## src/rtl/cnn_seq_pkg.sv

```systemverilog
// Shared constants and FSM encoding for the CNN image sequencer.
package cnn_seq_pkg;

    localparam int unsigned IMG_PIXELS_DEF = 784;
    localparam int unsigned MAX_IMAGES_DEF = 1000;
    localparam int unsigned TIMEOUT_DEF    = 4095;

    localparam int unsigned ADDR_W       = 20;
    localparam int unsigned IMG_IDX_W    = 10;
    localparam int unsigned PIX_W        = 8;
    localparam int unsigned LBL_W        = 4;
    localparam int unsigned FLUSH_CYCLES = 2;
    localparam int unsigned FLUSH_W      = 1;

    typedef enum logic [2:0] {
        ST_IDLE   = 3'd0,
        ST_FLUSH  = 3'd1,
        ST_STREAM = 3'd2,
        ST_WAIT   = 3'd3,
        ST_SCORE  = 3'd4,
        ST_DONE   = 3'd5
    } seq_state_e;

    // States during which a run is in progress and new starts are ignored.
    function automatic logic is_busy(input seq_state_e s);
        return (s == ST_FLUSH) || (s == ST_STREAM) || (s == ST_WAIT) || (s == ST_SCORE);
    endfunction

endpackage

```

## src/rtl/img_addr_gen.sv

```systemverilog
// Pixel-store address generator: per-image base accumulator plus pixel counter.
module img_addr_gen
    import cnn_seq_pkg::*;
#(
    parameter int unsigned IMG_PIXELS = IMG_PIXELS_DEF
) (
    input  logic              clk,
    input  logic              rst_n,
    input  logic              base_clr_i,
    input  logic              base_adv_i,
    input  logic              load_i,
    input  logic              issue_en_i,
    output logic [ADDR_W-1:0] rd_addr_o,
    output logic              issue_c_o,
    output logic              last_c_o
);

    localparam int unsigned IDX_W = (IMG_PIXELS > 1) ? $clog2(IMG_PIXELS) : 1;

    logic [ADDR_W-1:0] base_q, base_d;
    logic [ADDR_W-1:0] addr_q, addr_d;
    logic [IDX_W-1:0]  idx_q, idx_d;
    logic              spent_q, spent_d;
    logic              is_last;

    assign is_last   = (idx_q == IDX_W'(IMG_PIXELS - 1));
    assign issue_c_o = issue_en_i && !spent_q;
    assign last_c_o  = issue_c_o && is_last;
    assign rd_addr_o = addr_q;

    // Next base/address/index; the base only ever grows by one image stride.
    always_comb begin
        base_d  = base_q;
        addr_d  = addr_q;
        idx_d   = idx_q;
        spent_d = spent_q;
        if (base_clr_i) begin
            base_d = '0;
        end else if (base_adv_i) begin
            base_d = base_q + ADDR_W'(IMG_PIXELS);
        end
        if (load_i) begin
            addr_d  = base_q;
            idx_d   = '0;
            spent_d = 1'b0;
        end else if (issue_c_o) begin
            if (is_last) begin
                spent_d = 1'b1;
            end else begin
                addr_d = addr_q + ADDR_W'(1);
                idx_d  = idx_q + IDX_W'(1);
            end
        end
    end

    // Address generator state registers.
    always_ff @(posedge clk) begin
        if (!rst_n) begin
            base_q  <= '0;
            addr_q  <= '0;
            idx_q   <= '0;
            spent_q <= 1'b1;
        end else begin
            base_q  <= base_d;
            addr_q  <= addr_d;
            idx_q   <= idx_d;
            spent_q <= spent_d;
        end
    end

endmodule

```

## src/rtl/image_sequencer.sv

```systemverilog
// Streams stored images into the CNN pipeline and scores its decisions against labels.
module image_sequencer
    import cnn_seq_pkg::*;
#(
    parameter int unsigned IMG_PIXELS = IMG_PIXELS_DEF,
    parameter int unsigned MAX_IMAGES = MAX_IMAGES_DEF,
    parameter int unsigned TIMEOUT    = TIMEOUT_DEF
) (
    input  logic                 clk,
    input  logic                 rst_n,
    input  logic                 start,
    input  logic [IMG_IDX_W-1:0] num_images,
    output logic [ADDR_W-1:0]    rd_addr,
    input  logic [PIX_W-1:0]     rd_data,
    output logic [IMG_IDX_W-1:0] lbl_addr,
    input  logic [LBL_W-1:0]     lbl_data,
    output logic [PIX_W-1:0]     pix_out,
    output logic                 pix_valid,
    output logic                 pipe_rst_n,
    input  logic [LBL_W-1:0]     decision,
    input  logic                 decision_valid,
    output logic [IMG_IDX_W-1:0] hits,
    output logic [IMG_IDX_W-1:0] total,
    output logic                 busy,
    output logic                 done,
    output logic                 timeout_err
);

    localparam int unsigned CNT_W  = (TIMEOUT > 1) ? $clog2(TIMEOUT + 1) : 1;
    localparam int unsigned CNT1_W = IMG_IDX_W + 1;

    seq_state_e           state_q, state_d;
    logic [FLUSH_W-1:0]   flush_cnt_q, flush_cnt_d;
    logic [CNT_W-1:0]     wait_cnt_q, wait_cnt_d;
    logic [IMG_IDX_W-1:0] num_q, num_d;
    logic [IMG_IDX_W-1:0] img_idx_q, img_idx_d;
    logic [IMG_IDX_W-1:0] hits_q, hits_d;
    logic [IMG_IDX_W-1:0] total_q, total_d;
    logic [LBL_W-1:0]     label_q, label_d;
    logic [LBL_W-1:0]     dec_q, dec_d;
    logic                 miss_q, miss_d;
    logic                 tmo_q, tmo_d;
    logic                 busy_q, busy_d;
    logic                 done_q, done_d;
    logic                 pipe_q, pipe_d;

    logic                 rd_vld_q, rd_last_q;
    logic                 pix_vld_q, pix_last_q;
    logic [PIX_W-1:0]     pix_q;

    logic                 base_clr_c, base_adv_c, load_c, issue_en_c;
    logic                 issue_c, last_c;

    img_addr_gen #(
        .IMG_PIXELS (IMG_PIXELS)
    ) u_addr_gen (
        .clk        (clk),
        .rst_n      (rst_n),
        .base_clr_i (base_clr_c),
        .base_adv_i (base_adv_c),
        .load_i     (load_c),
        .issue_en_i (issue_en_c),
        .rd_addr_o  (rd_addr),
        .issue_c_o  (issue_c),
        .last_c_o   (last_c)
    );

    assign lbl_addr    = img_idx_q;
    assign pix_out     = pix_q;
    assign pix_valid   = pix_vld_q;
    assign pipe_rst_n  = pipe_q;
    assign hits        = hits_q;
    assign total       = total_q;
    assign busy        = busy_q;
    assign done        = done_q;
    assign timeout_err = tmo_q;
    assign issue_en_c  = (state_q == ST_STREAM);

    // Next-state, scoring and registered-output decode.
    always_comb begin
        state_d     = state_q;
        flush_cnt_d = '0;
        wait_cnt_d  = '0;
        num_d       = num_q;
        img_idx_d   = img_idx_q;
        hits_d      = hits_q;
        total_d     = total_q;
        label_d     = label_q;
        dec_d       = dec_q;
        miss_d      = miss_q;
        tmo_d       = tmo_q;
        base_clr_c  = 1'b0;
        base_adv_c  = 1'b0;
        load_c      = 1'b0;

        case (state_q)
            ST_IDLE: begin
                if (start) begin
                    if ((num_images != '0) && (32'(num_images) <= MAX_IMAGES)) begin
                        state_d    = ST_FLUSH;
                        num_d      = num_images;
                        img_idx_d  = '0;
                        hits_d     = '0;
                        total_d    = '0;
                        tmo_d      = 1'b0;
                        base_clr_c = 1'b1;
                    end else begin
                        state_d = ST_DONE;
                    end
                end
            end
            ST_FLUSH: begin
                load_c = 1'b1;
                miss_d = 1'b0;
                if (flush_cnt_q == FLUSH_W'(FLUSH_CYCLES - 1)) begin
                    state_d = ST_STREAM;
                end else begin
                    flush_cnt_d = flush_cnt_q + FLUSH_W'(1);
                end
            end
            ST_STREAM: begin
                label_d = lbl_data;
                if (pix_last_q) begin
                    state_d = ST_WAIT;
                end
            end
            ST_WAIT: begin
                if (decision_valid) begin
                    dec_d   = decision;
                    miss_d  = 1'b0;
                    state_d = ST_SCORE;
                end else if (wait_cnt_q == CNT_W'(TIMEOUT - 1)) begin
                    miss_d  = 1'b1;
                    tmo_d   = 1'b1;
                    state_d = ST_SCORE;
                end else begin
                    wait_cnt_d = wait_cnt_q + CNT_W'(1);
                end
            end
            ST_SCORE: begin
                base_adv_c = 1'b1;
                img_idx_d  = img_idx_q + IMG_IDX_W'(1);
                if (total_q < num_q) begin
                    total_d = total_q + IMG_IDX_W'(1);
                    if (!miss_q && (dec_q == label_q)) begin
                        hits_d = hits_q + IMG_IDX_W'(1);
                    end
                end
                if ((CNT1_W'(total_q) + CNT1_W'(1)) >= CNT1_W'(num_q)) begin
                    state_d = ST_DONE;
                end else begin
                    state_d = ST_FLUSH;
                end
            end
            ST_DONE: begin
                state_d = ST_IDLE;
            end
            default: begin
                state_d = ST_IDLE;
            end
        endcase

        busy_d = is_busy(state_d);
        done_d = (state_d == ST_DONE);
        pipe_d = (state_d != ST_FLUSH);
    end

    // FSM state and control/result registers.
    always_ff @(posedge clk) begin
        if (!rst_n) begin
            state_q     <= ST_IDLE;
            flush_cnt_q <= '0;
            wait_cnt_q  <= '0;
            num_q       <= '0;
            img_idx_q   <= '0;
            hits_q      <= '0;
            total_q     <= '0;
            label_q     <= '0;
            dec_q       <= '0;
            miss_q      <= 1'b0;
            tmo_q       <= 1'b0;
            busy_q      <= 1'b0;
            done_q      <= 1'b0;
            pipe_q      <= 1'b0;
        end else begin
            state_q     <= state_d;
            flush_cnt_q <= flush_cnt_d;
            wait_cnt_q  <= wait_cnt_d;
            num_q       <= num_d;
            img_idx_q   <= img_idx_d;
            hits_q      <= hits_d;
            total_q     <= total_d;
            label_q     <= label_d;
            dec_q       <= dec_d;
            miss_q      <= miss_d;
            tmo_q       <= tmo_d;
            busy_q      <= busy_d;
            done_q      <= done_d;
            pipe_q      <= pipe_d;
        end
    end

    // Pixel pipeline matching the one-cycle store latency plus the output register.
    always_ff @(posedge clk) begin
        if (!rst_n) begin
            rd_vld_q   <= 1'b0;
            rd_last_q  <= 1'b0;
            pix_vld_q  <= 1'b0;
            pix_last_q <= 1'b0;
            pix_q      <= '0;
        end else begin
            rd_vld_q   <= issue_c;
            rd_last_q  <= last_c;
            pix_vld_q  <= rd_vld_q;
            pix_last_q <= rd_last_q;
            pix_q      <= rd_vld_q ? rd_data : '0;
        end
    end

endmodule

```

## config.mk

```make
export PLATFORM = sky130hd
export DESIGN_NAME = image_sequencer
export DESIGN_NICKNAME = d
export VERILOG_FILES = /design/src/rtl/cnn_seq_pkg.sv /design/src/rtl/img_addr_gen.sv /design/src/rtl/image_sequencer.sv
export SDC_FILE = /design/constraint.sdc
export NUM_CORES = 1
export LEC_CHECK = 0
export ABC_AREA = 1
export CAP_MARGIN = 10
export CORE_UTILIZATION = 38
export CTS_CLUSTER_SIZE = 40
export DETAILED_ROUTE_END_ITERATION = 7
export GPL_TIMING_DRIVEN = 1
export SYNTH_ARGS = -nofsm -noshare
export SYNTH_HDL_FRONTEND = slang
export SYNTH_SLANG_ARGS = --single-unit
```

## constraint.sdc

```tcl
create_clock -name clk -period 5.3 [get_ports clk]
set_input_delay 0.53 -clock clk [delete_from_list [all_inputs] [get_ports clk]]
set_output_delay 0.53 -clock clk [all_outputs]
set_load 0.02 [all_outputs]
```

# Word level (Yosys, flattened, before mapping)
# Index checks and enable logic that the tools add are counted.
# Widths: inputs -> output; s select.
classes:
  eq_ne: 21
  addsub: 9
  n_lt_le_gt_ge: 3
  muxes: 34
  n_reduce_logical: 31
  bitwise: 4
ops:
  columns: ["op", "n"]
  rows:
  - ["$mux 20", 3]
  - ["$pmux 10 s2", 3]
  - ["$mux 10", 5]
  - ["$add 10x1->10 const B", 4]
  - ["$mux 3", 7]
  - ["$add 20x1->20 const B", 1]
  - ["$add 20x10->20 const B", 1]
  - ["$pmux 3 s5", 1]
  - ["$ne 2x2->1 const B", 7]
  - ["$mux 1", 13]
  - ["$add 12x1->12 const B", 1]
  - ["$eq 12x12->1 const B", 1]
  - ["$eq 3x2->1 const B", 4]
  - ["$reduce_and 2->1", 6]
  - ["$add 10x1->11 const B", 1]
  - ["$ge 11x10->1", 1]
  - ["$eq 10x10->1 const B", 1]
  - ["$le 10x10->1 const B", 1]
  - ["$lt 10x10->1", 1]
  - ["$reduce_and 5->1", 2]
  - ["$reduce_bool 10->1", 1]
  - ["$reduce_bool 2->1", 5]
  - ["$eq 3x3->1 const B", 3]
  - ["$eq 3x1->1 const B", 2]
  - ["15 further kinds", 27]
word_totals:
  word_cells: 125
  in_bits: 30
  register_bits: 132
  out_inout_bits: 63

# Depth between registers and ports, before layout
logic_depth:
  ltp_word: 9
  depth_mapped: 20
  mapped_depth_nobuf: 20

# Hierarchy
# Synthesis repeated with hierarchy kept, for this count alone.
unflattened:
  hier_cells: 988
  area_unflattened_um2: 6807.8
by_module_without_submodules:
  columns: ["module", "cells_each", "area_each_um2", "instances"]
  rows:
  - ["image_sequencer", 569, 4103.9, 1]
  - ["img_addr_gen", 419, 2703.8, 1]

# Worst setup path before layout
# No wires, ideal clock.
synth_timing:
  path_type: "reg-to-reg"
  startpoint: "register total_q[0] (netlist: total[0])"
  endpoint: "register pipe_q (netlist: pipe_rst_n)"
  slack_ns: 2.755
  setup_ns: 0.115
  arrival_time_ns: 2.429
  required_ns: 5.185
  stages_incl_launch_ff: 20
  path_buffers: 0
  synth_period_minus_slack_ns: 2.545
  path_cell_list: "dfxtp_1 > ha_1 > nand2_1 > inv_1 > nand2_1 > nor2_1 > nand3_1 > xor2_1 > inv_1 > ha_1 > inv_1 > nor2_1 > nand3_1 > nand2_1 > nand2_1 > nand3_1 > nand2_1 > nand3_1 > o21ai_0 > inv_1"
synth_via:
  elab_chain_cells: 5
synth_lines:
  columns: ["element", "line", "source"]
  rows:
  - ["start, declared", "image_sequencer.sv:38", "logic [IMG_IDX_W-1:0] total_q, total_d;"]
  - ["start signal, assigned", "image_sequencer.sv:192", "total_q <= total_d;"]
  - ["$add 10x1->11", "image_sequencer.sv:149", "if ((CNT1_W'(total_q) + CNT1_W'(1)) >= CNT1_W'(num_q)) begin"]
  - ["$ge 11x10->1", "image_sequencer.sv:149", null]
  - ["$mux 3", "image_sequencer.sv:149", null]
  - ["$pmux 3 s5", "image_sequencer.sv:96", "case (state_q)"]
  - ["$ne 3x1->1", "image_sequencer.sv:165", "pipe_d = (state_d != ST_FLUSH);"]
  - ["end signal, assigned", "image_sequencer.sv:199", "pipe_q <= pipe_d;"]
  - ["end, declared", "image_sequencer.sv:45", "logic pipe_q, pipe_d;"]
# Every way passes these cells.
# A chain may end at the register's enable or synchronous reset.

# Final worst setup path
# Ends and elaborated chain as after synthesis.

==> flow_summary.toml <==
[outcome]
status = "finished clean"

[logic_synthesis]
yosysTopAreaCell = "dfxtp_1"
synth_seq_area_share = 0.377
async_flop_share = 0
synth.area.top_cells = "dfxtp_1 (38%), nand2_1 (8.0%), nor2_1 (7.2%)"
netlist_area_sq_mm = 0.00680
syn_inst = 927
synth_top_area_frac = 0.377
ys.flop_type = "dfxtp_1"
synthTopCellsByCount = "nand2_1 (145), nor2_1 (130), dfxtp_1 (128)"
ys_seq_elements = 128
ys_warn_count = 0
synth-edff-count = 0
avgSynthCellArea_sq_um = 7.34
syn_nets = 985
synth_most_common_cell = "nand2_1"
yosysUniqueCellTypes = 53

[critical_path]
path_class = "reg -> reg"
crit_path_end_kind = "flip-flop"
crit_path_max_fanout = 10
worstPathArrival_ns = 3.18
crit_required_ns = 5.61
startpoint_type = "flip-flop"
cp-startpoint = "total[0]"
r2r_start = "total[0]"

[global_routing]
antenna_found_initial = 0
grt_usage = 0.190
use_met1 = 0.246
grt_pass1_wl_um = 27700
overflow = 0
grt_util_met3 = 0.0449
grt_max_degree = 35
met2_usage = 0.310
grt_busiest_layer = "met2"
grt_pass1_vias = 5698

[timing]
finalSetupTns_ns = 0
rsz0062_at_grt = "false"
worst_pin_slew_ns = 0.538
clock_skew_ns = 0.00756
setup_viol = 0
drv_slew = 0
maxSlewHeadroom = 0.640
clock.fmax_mhz = 348
hold_slack_ns = 0.417
hold_viol = 0
min_period_over_period = 0.542
period_minus_slack_ns = 2.87

[place]
io_buffers = 92
gp_congestion = 0.831
hpwl_um = 11900
placedCellCount = 1223
place_area_sq_mm = 0.00786

[cts]
cts_made_buffers = 17
htree_levels = 4
cts_tree = "yes"
clock_tree.buffer_depth = 2
path_clk_slew_ns = 0.06
clock-sinks = 128
hold_buffers = 0
postCtsSetupBuffers = 0
ctsResizeCount = 0
cts_root_buf = "clkbuf_16"
clock_latency_ns = 0.42

[routing]
wire_per_inst_um = 13.2
vias = 6143
initialDrtViolationCount = 339
ant_nets = 0
totalWireLength_um = 16600
drt_first_pass_iters = 5
drc_errors = 0
viasPerCell = 4.91

[min_path]
min_path_type = "reg -> reg"
hold_start = "rd_last_q"

[layout]
fillers = 1753
fin_cells = 1252
fin_nets = 1075
final_area_sq_mm = 0.00844
drive_gt1_frac = 0.0759
n_antenna_cell = 0
area_delta_synth_final_pct = 24.1

[floorplan]
fp.dieW_um = 136
initial_core_util = 0.391
die_area_sq_mm = 0.0184
fp.dieH_um = 136
rows = 48
core_sq_mm = 0.0174
io_pins = 93

[pwr]
p_total_w = 0.00290
p_per_area_mw_per_mm2 = 344
ir_drop_v = 0.000268
leakage_nw = 3.41

[run]
max-cap-violations = 0
==> sequential cells by signal (all words and copies together), names as in the netlist, 3 cells and up <==
signal	cells
u_addr_gen.rd_addr_o	20
u_addr_gen.idx_q	10
u_addr_gen.base_q	16
state_q	3
dec_q	4
hits	10
pix_out	8
lbl_addr	10
wait_cnt_q	12
total	10
num_q	10
label_q	4
==> placed cells by master (no fill, tap or decap), drive strengths merged, types with 4 or more instances in the layout <==
| cell | n |
|---|---|
| o21ai | 45 |
| or2 | 6 |
| nand4 | 30 |
| xnor2 | 16 |
| clkdlybuf4s50 | 92 |
| nand2 | 160 |
| a31oi | 5 |
| o21bai | 4 |
| ha | 28 |
| nand3 | 66 |
| xor2 | 28 |
| nor3 | 19 |
| inv | 121 |
| a21oi | 70 |
| clkinv | 4 |
| nor2 | 142 |
| dfxtp | 128 |
| and3 | 4 |
| nor3b | 4 |
| clkbuf | 23 |
| a22oi | 5 |
==> report_power, final <==
part           total (W)  switching (W)  internal (W)  leakage (nW)
Sequential       0.00108      0.0000678       0.00102          1.04
Combinational   0.000633       0.000398      0.000235          2.09
Clock            0.00118       0.000417      0.000767         0.285
Total            0.00290       0.000883       0.00202          3.41
==> per-layer routing <==
metal	part of all wire	up-vias
met4	0.012	0
met5	0	-
li1	-	3210
met1	0.49	2832
met2	0.47	88
met3	0.035	13
==> cell type report <==
class                           instances  area (sq um)  share of cell area
Sequential cell                       128          2560               0.304
Timing Repair Buffer                   94           936               0.111
Multi-Input combinational cell        653          3610               0.427
Clock buffer                           23           478              0.0566
Tap cell                              225           282              0.0333
Inverter                              123           469              0.0556
Clock inverter                          6           108              0.0127
==> cells by family after synthesis <==
group                    Yosys count  synth area share
flip-flops                       128             0.377
AO/OA/AOI/OAI                    144             0.118
XOR/XNOR                          44            0.0566
adder cells (fa/ha/maj)           28            0.0515
AND/OR/NAND/NOR                  437             0.304
buffers and inverters            146            0.0931
==> worst paths after layout <==
check                to  slack [ns]  depth (start not counted)
max reg2reg  pipe_rst_n        2.43                         17
min          pix_last_q        0.42                          2
max          pipe_rst_n        2.43                         17
min reg2reg  pix_last_q        0.42                          2
==> worst max-delay path, cell delays in order, from the launching register on <==
cell     delay (ns)
dfxtp_1        0.53
ha_1           0.25
nand2_1        0.08
inv_1          0.09
nand2_1        0.06
nor2_1         0.25
xor2_1         0.25
ha_1           0.28
nand2_1        0.12
inv_1          0.05
a21oi_1        0.13
nand2_1        0.08
nand2_1        0.06
nand3_1        0.07
nand2_1        0.09
nand3_1        0.13
o21ai_0        0.19
inv_1          0.05
==> metrics by stage <==
step	utilization	worst slack (ns)
after floorplan	-	2.76
after CTS	0.485	2.45
final	0.485	2.43
after global routing	0.485	2.15
after global placement	0.451	2.50
after detailed placement	0.451	2.47
No activity file was read; power rests on OpenSTA's default activity.
